==> config.mk <==
export PLATFORM = sky130hd
export DESIGN_NAME = crypto_dispatcher_flat
export DESIGN_NICKNAME = d
export VERILOG_FILES = /design/src/rtl/crypto_dispatcher_if.sv /design/src/rtl/crypto_dispatcher.sv /design/src/flat_wrapper.sv
export SDC_FILE = /design/constraint.sdc
export NUM_CORES = 1
export LEC_CHECK = 0
export BUFFER_PORTS_ARGS = -buffer_cell sky130_fd_sc_hd__buf_2
export CORE_MARGIN = 2
export CORE_UTILIZATION = 54
export DETAILED_ROUTE_END_ITERATION = 12
export PLACE_DENSITY_LB_ADDON = 0.2
export SETUP_SLACK_MARGIN = 0.15
export SYNTH_ARGS = -nofsm -noshare
export SYNTH_HDL_FRONTEND = slang
export SYNTH_SLANG_ARGS = --single-unit
==> constraint.sdc <==
create_clock -name Clk -period 4.1 [get_ports Clk]
set_clock_uncertainty 0.15 [all_clocks]
set_input_delay 0.82 -clock Clk [delete_from_list [all_inputs] [get_ports Clk]]
set_output_delay 0.82 -clock Clk [all_outputs]
set_load 0.005 [all_outputs]
==> src/rtl/crypto_dispatcher_if.sv <==
// Request, engine and response channels of crypto_dispatcher.
// Modport slave is the dispatcher; master is the command source / engine side.
interface crypto_dispatcher_if #(
   parameter int unsigned PLAIN_W  = 60,
   parameter int unsigned CIPHER_W = 78
);
   logic                req_valid;
   logic                req_ready;
   logic [1:0]          req_mode;
   logic [CIPHER_W-1:0] req_data;

   logic                enc_start;
   logic                dec_start;
   logic                pg_start;
   logic [PLAIN_W-1:0]  enc_din;
   logic [CIPHER_W-1:0] dec_din;
   logic                enc_done;
   logic                dec_done;
   logic                pg_done;
   logic [CIPHER_W-1:0] enc_dout;
   logic [PLAIN_W-1:0]  dec_dout;
   logic [PLAIN_W-1:0]  pg_dout;

   logic                rsp_valid;
   logic                rsp_ready;
   logic [1:0]          rsp_mode;
   logic [CIPHER_W-1:0] rsp_data;
   logic                rsp_err;
   logic                busy;

   modport slave (
      input  req_valid, req_mode, req_data,
      output req_ready,
      output enc_start, dec_start, pg_start, enc_din, dec_din,
      input  enc_done, dec_done, pg_done, enc_dout, dec_dout, pg_dout,
      output rsp_valid, rsp_mode, rsp_data, rsp_err, busy,
      input  rsp_ready
   );

   modport master (
      output req_valid, req_mode, req_data,
      input  req_ready,
      input  enc_start, dec_start, pg_start, enc_din, dec_din,
      output enc_done, dec_done, pg_done, enc_dout, dec_dout, pg_dout,
      input  rsp_valid, rsp_mode, rsp_data, rsp_err, busy,
      output rsp_ready
   );
endinterface

==> src/rtl/crypto_dispatcher.sv <==
// Queues requests in a FIFO and issues each to one engine, returning a tagged response.
// Define CRYPTO_DISPATCH_TIMEOUT_EN to bound the wait for an engine done by TIMEOUT cycles.
module crypto_dispatcher #(
   parameter int unsigned PLAIN_W  = 60,
   parameter int unsigned CIPHER_W = 78,
   parameter int unsigned DEPTH    = 4,
   parameter int unsigned TIMEOUT  = 255
) (
   input  logic               Clk,
   input  logic               Rst_n,
   crypto_dispatcher_if.slave bus
);

   localparam int unsigned AW   = $clog2(DEPTH);
   localparam int unsigned PtrW = AW + 1;

   if (CIPHER_W < PLAIN_W || DEPTH < 2 || (DEPTH & (DEPTH - 1)) != 0 || TIMEOUT == 0)
   begin : g_param_err
      $error("crypto_dispatcher: illegal parameter set");
   end

   typedef enum logic [1:0] {StIdle, StIssue, StWait, StResp} state_e;

   logic [1:0]          r_fifo_mode [DEPTH];
   logic [CIPHER_W-1:0] r_fifo_data [DEPTH];
   logic [PtrW-1:0]     r_wr_ptr;
   logic [PtrW-1:0]     r_rd_ptr;

   state_e              r_state;
   logic [1:0]          r_mode;
   logic [CIPHER_W-1:0] r_data;
   logic                r_enc_start;
   logic                r_dec_start;
   logic                r_pg_start;
   logic                r_rsp_valid;
   logic [1:0]          r_rsp_mode;
   logic [CIPHER_W-1:0] r_rsp_data;
   logic                r_rsp_err;

`ifdef CRYPTO_DISPATCH_TIMEOUT_EN
   localparam int unsigned CntW = $clog2(TIMEOUT + 1);
   logic [CntW-1:0]     r_cnt;
`endif

   logic                w_full;
   logic                w_empty;
   logic                w_push;
   logic                w_pop;
   logic [1:0]          w_head_mode;
   logic [CIPHER_W-1:0] w_head_data;
   logic                w_sel_done;
   logic [CIPHER_W-1:0] w_sel_dout;

   // Extra pointer MSB distinguishes full from empty.
   assign w_empty     = (r_wr_ptr == r_rd_ptr);
   assign w_full      = (r_wr_ptr[AW] != r_rd_ptr[AW]) &&
                        (r_wr_ptr[AW-1:0] == r_rd_ptr[AW-1:0]);
   assign w_push      = bus.req_valid && !w_full;
   assign w_pop       = (r_state == StIdle) && !w_empty;
   assign w_head_mode = r_fifo_mode[r_rd_ptr[AW-1:0]];
   assign w_head_data = r_fifo_data[r_rd_ptr[AW-1:0]];

   always_ff @(posedge Clk) begin
      if (w_push) begin
         r_fifo_mode[r_wr_ptr[AW-1:0]] <= bus.req_mode;
         r_fifo_data[r_wr_ptr[AW-1:0]] <= bus.req_data;
      end
   end

   always_ff @(posedge Clk or negedge Rst_n) begin
      if (!Rst_n) begin
         r_wr_ptr <= '0;
         r_rd_ptr <= '0;
      end else begin
         if (w_push) r_wr_ptr <= r_wr_ptr + PtrW'(1);
         if (w_pop)  r_rd_ptr <= r_rd_ptr + PtrW'(1);
      end
   end

   // Only the selected engine's done counts; PLAIN_W results are zero-extended.
   always_comb begin
      w_sel_done = 1'b0;
      w_sel_dout = '0;
      case (r_mode)
         2'b00: begin
            w_sel_done = bus.enc_done;
            w_sel_dout = bus.enc_dout;
         end
         2'b01: begin
            w_sel_done = bus.dec_done;
            w_sel_dout = CIPHER_W'(bus.dec_dout);
         end
         2'b10: begin
            w_sel_done = bus.pg_done;
            w_sel_dout = CIPHER_W'(bus.pg_dout);
         end
         default: ;
      endcase
   end

   always_ff @(posedge Clk or negedge Rst_n) begin
      if (!Rst_n) begin
         r_state     <= StIdle;
         r_mode      <= 2'b00;
         r_data      <= '0;
         r_enc_start <= 1'b0;
         r_dec_start <= 1'b0;
         r_pg_start  <= 1'b0;
         r_rsp_valid <= 1'b0;
         r_rsp_mode  <= 2'b00;
         r_rsp_data  <= '0;
         r_rsp_err   <= 1'b0;
`ifdef CRYPTO_DISPATCH_TIMEOUT_EN
         r_cnt       <= '0;
`endif
      end else begin
         r_enc_start <= 1'b0;
         r_dec_start <= 1'b0;
         r_pg_start  <= 1'b0;
         unique case (r_state)
            StIdle: begin
               if (!w_empty) begin
                  r_mode      <= w_head_mode;
                  r_data      <= w_head_data;
                  // Start is registered here so it is high exactly during ISSUE.
                  r_enc_start <= (w_head_mode == 2'b00);
                  r_dec_start <= (w_head_mode == 2'b01);
                  r_pg_start  <= (w_head_mode == 2'b10);
                  r_state     <= StIssue;
               end
            end
            StIssue: begin
               r_rsp_mode <= r_mode;
               if (r_mode == 2'b11) begin
                  r_rsp_err   <= 1'b1;
                  r_rsp_data  <= '0;
                  r_rsp_valid <= 1'b1;
                  r_state     <= StResp;
               end else begin
`ifdef CRYPTO_DISPATCH_TIMEOUT_EN
                  r_cnt   <= '0;
`endif
                  r_state <= StWait;
               end
            end
            StWait: begin
               if (w_sel_done) begin
                  r_rsp_data  <= w_sel_dout;
                  r_rsp_err   <= 1'b0;
                  r_rsp_valid <= 1'b1;
                  r_state     <= StResp;
               end
`ifdef CRYPTO_DISPATCH_TIMEOUT_EN
               else if (r_cnt == CntW'(TIMEOUT - 1)) begin
                  r_rsp_data  <= '0;
                  r_rsp_err   <= 1'b1;
                  r_rsp_valid <= 1'b1;
                  r_state     <= StResp;
               end else begin
                  r_cnt <= r_cnt + CntW'(1);
               end
`endif
            end
            StResp: begin
               if (bus.rsp_ready) begin
                  r_rsp_valid <= 1'b0;
                  r_state     <= StIdle;
               end
            end
            default: r_state <= StIdle;
         endcase
      end
   end

   assign bus.req_ready = !w_full;
   assign bus.enc_start = r_enc_start;
   assign bus.dec_start = r_dec_start;
   assign bus.pg_start  = r_pg_start;
   assign bus.enc_din   = r_data[PLAIN_W-1:0];
   assign bus.dec_din   = r_data;
   assign bus.rsp_valid = r_rsp_valid;
   assign bus.rsp_mode  = r_rsp_mode;
   assign bus.rsp_data  = r_rsp_data;
   assign bus.rsp_err   = r_rsp_err;
   assign bus.busy      = (r_state != StIdle) || !w_empty;

endmodule
==> src/flat_wrapper.sv <==
// flat-port wrapper written by rule: the top's interface ports become plain ports
module crypto_dispatcher_flat 
#(
   parameter int unsigned PLAIN_W  = 60,
   parameter int unsigned CIPHER_W = 78,
   parameter int unsigned DEPTH    = 4,
   parameter int unsigned TIMEOUT  = 255
)
  (Clk, Rst_n, bus_req_valid, bus_req_mode, bus_req_data, bus_req_ready, bus_enc_start, bus_dec_start, bus_pg_start, bus_enc_din, bus_dec_din, bus_enc_done, bus_dec_done, bus_pg_done, bus_enc_dout, bus_dec_dout, bus_pg_dout, bus_rsp_valid, bus_rsp_mode, bus_rsp_data, bus_rsp_err, bus_busy, bus_rsp_ready);
  crypto_dispatcher_if #(.PLAIN_W(PLAIN_W), .CIPHER_W(CIPHER_W)) bus_i ();
  input  logic Clk;
  input  logic Rst_n;
  input wire logic [$bits(bus_i.req_valid)-1:0] bus_req_valid;
  input wire logic [$bits(bus_i.req_mode)-1:0] bus_req_mode;
  input wire logic [$bits(bus_i.req_data)-1:0] bus_req_data;
  output wire logic [$bits(bus_i.req_ready)-1:0] bus_req_ready;
  output wire logic [$bits(bus_i.enc_start)-1:0] bus_enc_start;
  output wire logic [$bits(bus_i.dec_start)-1:0] bus_dec_start;
  output wire logic [$bits(bus_i.pg_start)-1:0] bus_pg_start;
  output wire logic [$bits(bus_i.enc_din)-1:0] bus_enc_din;
  output wire logic [$bits(bus_i.dec_din)-1:0] bus_dec_din;
  input wire logic [$bits(bus_i.enc_done)-1:0] bus_enc_done;
  input wire logic [$bits(bus_i.dec_done)-1:0] bus_dec_done;
  input wire logic [$bits(bus_i.pg_done)-1:0] bus_pg_done;
  input wire logic [$bits(bus_i.enc_dout)-1:0] bus_enc_dout;
  input wire logic [$bits(bus_i.dec_dout)-1:0] bus_dec_dout;
  input wire logic [$bits(bus_i.pg_dout)-1:0] bus_pg_dout;
  output wire logic [$bits(bus_i.rsp_valid)-1:0] bus_rsp_valid;
  output wire logic [$bits(bus_i.rsp_mode)-1:0] bus_rsp_mode;
  output wire logic [$bits(bus_i.rsp_data)-1:0] bus_rsp_data;
  output wire logic [$bits(bus_i.rsp_err)-1:0] bus_rsp_err;
  output wire logic [$bits(bus_i.busy)-1:0] bus_busy;
  input wire logic [$bits(bus_i.rsp_ready)-1:0] bus_rsp_ready;
  assign bus_i.req_valid = bus_req_valid;
  assign bus_i.req_mode = bus_req_mode;
  assign bus_i.req_data = bus_req_data;
  assign bus_req_ready = bus_i.req_ready;
  assign bus_enc_start = bus_i.enc_start;
  assign bus_dec_start = bus_i.dec_start;
  assign bus_pg_start = bus_i.pg_start;
  assign bus_enc_din = bus_i.enc_din;
  assign bus_dec_din = bus_i.dec_din;
  assign bus_i.enc_done = bus_enc_done;
  assign bus_i.dec_done = bus_dec_done;
  assign bus_i.pg_done = bus_pg_done;
  assign bus_i.enc_dout = bus_enc_dout;
  assign bus_i.dec_dout = bus_dec_dout;
  assign bus_i.pg_dout = bus_pg_dout;
  assign bus_rsp_valid = bus_i.rsp_valid;
  assign bus_rsp_mode = bus_i.rsp_mode;
  assign bus_rsp_data = bus_i.rsp_data;
  assign bus_rsp_err = bus_i.rsp_err;
  assign bus_busy = bus_i.busy;
  assign bus_i.rsp_ready = bus_rsp_ready;
  crypto_dispatcher #(.PLAIN_W(PLAIN_W), .CIPHER_W(CIPHER_W), .DEPTH(DEPTH), .TIMEOUT(TIMEOUT)) u_core (.Clk(Clk), .Rst_n(Rst_n), .bus(bus_i));
endmodule
==> results.md, run 1 <==
* Place WS at 1416 ps
* Global Route Usage Sum at 0.2431
* Gate Count Post-Synth at roughly 1,300
* Static Leak at a little over 10 nW
* Peak supply drop at approximately 0.49 mV
* HPWL Detailed at 33,100 um
* CP Class: reg -> out
* XOR/XNOR share of the synthesized area at 0.002977
* Gpl congestion at about 0.9
* Syn nets at around 1,600
* CTS tree: yes
* Status: completed
* CTS resizes at 0
* Placed cell area at 23,260 um^2
* Mean post-synth cell area at 16.29 um^2
* Final wirelength at 48,770 um
* Uppermost layer routed: met5
* Row count at 71
* Die span in x at about 200 um
* CTS Sinks at roughly 500
* Compound-Gate Fraction of Synth Area at 0.01974
* Cts hold-fix bufs at 0
* Gr ovfl total at 0
* Sum Neg Setup Slack at 0 ps
* Crit start category: flop
* Vias per cell at 5.255
* Final ANT Viol Nets at 0
* Wire length on met2 at approximately 25,000 um
* Area growth syn-to-layout at 20.81%
* Crit-path max FO at 5
* Vias in the first global route at 12,000
* Layout cell share with drive strength beyond 1 at 0.4048
* Final worst path period share at 0.7604
* Synth Flop Type: edfxtp_1
* Worst-path clk slew at 60 ps
* Post-synthesis mux area share at 0.2012
* Slew @ Worst Pin at 1088 ps
* DR iter-0 viols at 620
* Largest net degree at the start of global routing at approximately 110
* Largest family of logic cells by synthesized area: multiplexers
* Final Instance Area at 24,880 um^2
* Asr flop ratio synth at 0.3509
* Ports at 510
* WL met3 at about 3500 um
* Initial antenna violation count at 14
* Adder-Cell Fraction of Synth Area at 0.006075
* Post-synth EDFFs at 320
* Cell Area, Synth at 20,590 um^2
* Drt wl/cell at between 20 and 25 um
* Clock Path Buffers at 3
* Worst Path Required at 3130 ps
* Clock Latency Late Sink at 570 ps
* Final Hold Violating Endpoints at 0
* Commonest non-fill, non-tap cells in the layout: 508 x buf_2, 320 x edfxtp_1, 169 x dfrtp_1
* Max_cap viols at 0
* Non-Filler Instances at 2,274
* Setup repair after global routing missed its margin: false
* Post-CTS setup buffer count at 0
* Worst slew margin at 0.2731
* Commonest non-fill, non-tap cell in the layout: buf_2
* Final net count at 2,015
* Yosys reg bits at around 500
* Final Power at 18.43 mW
* Worst Path Arrival at roughly 2200 ps
* H-tree Lvls at 2
* DIE AREA at roughly 40,000 um^2
* DR pass1 iterations at 4
* Core ar. at 37,580 um^2
* CTS Buf Count at 50
* Post-synthesis sequential area ratio at 0.6768
* Die Y at 199.3 um
* Simple-gate portion of the synthesized area at 0.04004
* Placed insts at 2,179
* DRC viols at 0
* Vias at ~12,000
* Synth warnings at 0
* Pwr dens at approximately 740 nW/um^2
* Clock root buffer: clkbuf_16
* Initial Utilization at 0.5481
* Final setup fails at 0
* M1 wire length at ~19,000 um
* Post-layout min period at around 3100 ps
* Setup ws final at 982.5 ps
* Global-route wire length before repair at 71,060 um
* Max-slew violations at 0
* FMAX at 320.8 MHz
* Post-synthesis cell type count at 39
* Port bufs at ~510
* Crit. End Element: output pin
* Worst hold path type: in -> async
## sequential cells by signal (all words and copies together) (netlist names), 3 cells and up
name / flops
u_core.bus.rsp_data: 78
u_core.r_rd_ptr: 3
u_core.bus.dec_din: 78
u_core.r_wr_ptr: 3
u_core.r_fifo_mode: 8
u_core.r_fifo_data: 312
## layer usage
| layer | up-vias | GRT usage |
|---|---|---|
| met3 | 96 | 0.06397 |
| met2 | 402 | 0.4082 |
| met4 | 14 | 0.09840 |
| met5 | - | 0 |
| met1 | 5969 | 0.3021 |
| li1 | 5468 | - |
## critical path: stages, from the launching register on
cell,delay (ps)
dfrtp_1,420
inv_1,130
ha_1,240
or4b_1,590
buf_2,190
## metrics by stage
stage               utilization  hold slack, ps
floorplan                     -           310.7
global placement         0.6189           319.5
detailed placement       0.6189           319.1
CTS                      0.6618           225.8
global route             0.6620           252.4
finish                   0.6621           200.6
## synthesized netlist by cell type, types with 3 or more instances
library cell,instances,area (um^2)
and2_1,60,375.4
and3_1,4,25.02
buf_2,26,130.1
buf_4,69,518.0
clkbuf_1,28,105.1
dfrtp_1,173,4329
edfxtp_1,320,9609
ha_1,10,125.1
inv_1,86,322.8
mux2_1,65,732.0
mux2_2,17,191.4
mux2i_1,138,1381
mux4_2,80,1802
nand2_1,28,105.1
nor2_1,64,240.2
o21ai_0,63,315.3
xnor2_1,3,26.28
xor2_1,4,35.03
## cell families (layout without fill, tap and decap cells)
family | Yosys count | in the layout
other | 0 | 4
buffers and inverters | 212 | 707
adders and majority gates | 10 | 10
muxes | 302 | 302
AOI/OAI and AO/OA | 73 | 73
xor gates and xnor gates | 7 | 7
DFF | 493 | 493
and+or+nand+nor | 167 | 167
## final timing paths
check / start / end / slack (ps) / cells after the start
max: u_core.r_state[0] / bus_busy / 980 / 4
min: Rst_n / u_core.bus.rsp_data[9] / 200 / 1
max reg2reg: u_core.r_rd_ptr[0] / u_core.r_fifo_data[3][77] / 1440 / 4
min reg2reg: u_core.bus.dec_din[63] / u_core.bus.dec_din[63] / 330 / 1
max in group asynchronous: Rst_n / u_core.bus.dec_din[24] / 2700 / 2
min in group Clk: bus_req_data[25] / u_core.r_fifo_data[1][25] / 310 / 1
## power breakdown
part           leakage [nW]  internal (mW)  switching [mW]
clock                 0.788           2.64            1.81
combinational          4.29           2.96            3.34
sequential             5.11           6.92           0.741
total                  10.2           12.5            5.90
## area by class of cell
type / count / area (um^2)
antenna: 4 / 10.01
clock buffer: 72 / 1415
clock inverter: 19 / 197.7
fill: 2702 / 12700
inverter: 86 / 322.8
multi-input combinational: 559 / 5593
sequential: 493 / 13950
tap: 511 / 639.4
timing repair buffer: 530 / 2751
Power figures use the tool's default switching activity.
==> inputs of run 2 (changes only) <==
==> constraint.sdc (replaced) <==
create_clock -name Clk -period 3.1 [get_ports Clk]
set_clock_uncertainty 0.15 [all_clocks]
set_input_delay 0.62 -clock Clk [delete_from_list [all_inputs] [get_ports Clk]]
set_output_delay 0.62 -clock Clk [all_outputs]
set_load 0.005 [all_outputs]
==> run 2 against run 1 <==
Net effect: utilization increased by 0.28 points; worst hold slack got worse by 130 ps; combinational power grew 34%; critical path type unchanged; highest routed layer unchanged.
==> results.md, run 2 (same netlist as run 1, synthesis figures left out) <==
* Worst slew margin at 0.1823 (was 0.2731)
* Post-CTS setup buffer count at 0 (unchanged)
* Pwr dens at 973.7 nW/um^2 (was 740.7 nW/um^2)
* Row count at 71 (unchanged)
* Static Leak at 10.19 nW (was 10.18 nW)
* Vias per cell at 5.238 (was 5.255)
* Clock root buffer: clkbuf_16 (unchanged)
* Gr ovfl total at 0 (unchanged)
* Max-slew violations at 0 (unchanged)
* Initial antenna violation count at 21 (was 14)
* Worst path cell trace: inv_1, ha_1, or4b_1, buf_2 (unchanged)
* CP Class: reg -> out (unchanged)
* Placed insts at 2,182 (was 2,179)
* FMAX at 355.4 MHz
* Peak supply drop at 0.6714 mV (was 0.4925 mV)
* Slew @ Worst Pin at 1220 ps (was 1088 ps)
* Flop2flop setup slack at 700 ps (was 1440 ps)
* Final wirelength at 49,330 um (was 48,770 um)
* Final worst path period share at 0.9076
* Global-route wire length before repair at 71,810 um (was 71,060 um)
* Layout cell share with drive strength beyond 1 at 0.4033 (was 0.4048)
* Max_cap viols at 0 (unchanged)
* Final net count at 2,019 (was 2,015)
* Reg-to-reg critical path endpoint: u_core.bus.rsp_data[62] (was u_core.r_fifo_data[3][77])
* Initial Utilization at 0.5481 (unchanged)
* Commonest non-fill, non-tap cells in the layout: 508 x buf_2, 320 x edfxtp_1, 169 x dfrtp_1 (unchanged)
* Worst-path clk slew at 60 ps (about the same)
* Slowest-stage cell, CP: or4b_1 (unchanged)
* Die span in x at 199.3 um (unchanged)
* CTS Sinks at 493 (unchanged)
* Gpl congestion at 0.8531 (was 0.8797)
* Final setup fails at 0 (unchanged)
* Status: completed (unchanged)
* WP buf/inv at 2 (unchanged)
* Vias in the first global route at 12,055 (was 12,000)
* HPWL Detailed at 33,430 um (was 33,100 um)
* R2r startpoint: u_core.r_state[0] (was u_core.r_rd_ptr[0])
* Global Route Usage Sum at 0.2466 (was 0.2431)
* Worst Path Required at 2330 ps (was 3130 ps)
* Die Y at 199.3 um (unchanged)
* Core ar. at 37,580 um^2 (unchanged)
* Final Hold Violating Endpoints at 0 (unchanged)
* Post-layout min period at 2814 ps
* Worst Path Arrival at 2040 ps (was 2150 ps)
* H-tree Lvls at 2 (unchanged)
* DIE AREA at 39,720 um^2 (unchanged)
* Ports at 510 (unchanged)
* CTS resizes at 0 (unchanged)
* DR iter-0 viols at 563 (was 620)
* Clock Latency Late Sink at 600 ps (was 570 ps)
* Setup repair after global routing missed its margin: false (unchanged)
* Crit path max-delay family: simple AND/OR/NAND/NOR gates (unchanged)
* Port bufs at 509 (unchanged)
* CTS Buf Count at 50 (unchanged)
* DR pass1 iterations at 4 (unchanged)
* Final Power at 24.33 mW (was 18.43 mW)
* Crit-path max FO at 5 (unchanged)
* R2R depth at 6 (was 4)
* Final ANT Viol Nets at 0 (unchanged)
* Drt wl/cell at 21.61 um (was 21.45 um)
* Crit. End Element: output pin (unchanged)
* DRC viols at 0 (unchanged)
* Commonest non-fill, non-tap cell in the layout: buf_2 (unchanged)
* Area growth syn-to-layout at 21.31% (was 20.81%)
* Clock Path Buffers at 3 (unchanged)
* Crit start category: flop (unchanged)
* WHS Endpoint: u_core.r_fifo_data[0][25]
* Largest net degree at the start of global routing at 84 (was 107)
* Non-Filler Instances at 2,283 (was 2,274)
* Sum Neg Setup Slack at 0 ps (unchanged)
* Hold Path Stages at 1
* CTS tree: yes (unchanged)
* Worst hold path type: in -> reg (was in -> async)
* Vias at 11,959 (was 11,949)
* Max incr delay on CP at 520 ps (was 590 ps)
* Max reg flops at 312 (unchanged)
* HP Start: bus_req_data[25]
run 2: cell types whose count changed in the layout (fill, tap and decap cells not counted), sizes merged:
cell,previous run,this run
clkbuf,73,71
clkinv,13,16
bufinv,4,2
diode,4,9
dlygate4sd3,0,1
clkinvlp,1,2
buf,529,532
run 2: worst max path at each step:
stage | start | to | slack [ps] | cells after the start
floorplan | u_core.r_rd_ptr[0] | u_core.r_fifo_data[3][0] | 380 | 5
global placement | u_core.r_mode[1] | u_core.bus.rsp_data[2] | 760 | 5
detailed placement | u_core.r_state[0] | u_core.bus.rsp_data[75] | 680 | 6
CTS | u_core.r_state[0] | bus_busy | 240 | 4
global route | u_core.r_state[1] | bus_busy | 170 | 4
finish | u_core.r_state[0] | bus_busy | 290 | 4
run 2: cell type report:
type	instances	area [um^2]
Antenna cell	9	22.52
Clock buffer	70	1356
Clock inverter	21	190.2
Fill cell	2683	12590
Inverter	86	322.8
Multi-Input combinational cell	559	5593
Sequential cell	493	13950
Tap cell	511	639.4
Timing Repair Buffer	534	2909
run 2: through the flow:
stage          worst slack, ps    util  hold WS, ps  instance area (um^2)
5_1_grt                  169.7  0.6647        48.18                 24980
3_3_place_gp             759.9  0.6228        316.2                 23400
2_1_floorplan            380.1       -        174.4                 20600
3_5_place_dp             681.9  0.6228        323.6                 23400
4_1_cts                  238.0  0.6643        44.66                 24960
6_report                 286.5  0.6649        72.84                 24980
run 2: layer usage:
layer | routed length [um] | up-vias | GRT usage | part of all wire
met5 | 113 | - | 0 | 0.0023
met4 | 2298 | 18 | 0.1224 | 0.047
met3 | 3502 | 118 | 0.05992 | 0.071
met2 | 24230 | 418 | 0.4088 | 0.49
met1 | 19190 | 5933 | 0.3049 | 0.39
li1 | - | 5472 | - | -
run 2: report_power, final:
part / total (mW) / switching (mW) / internal, mW
clock: 5.71 / 2.48 / 3.23
combinational: 8.46 / 4.42 / 4.04
sequential: 10.2 / 1.01 / 9.15
total: 24.3 / 7.90 / 16.4
run 2: what timing repair did:
item / 4_1_cts / 5_1_grt
endpoints found under the setup margin: 0 / 0
hold buffers: 1 / 0
endpoints found under the hold margin: 64 / 0
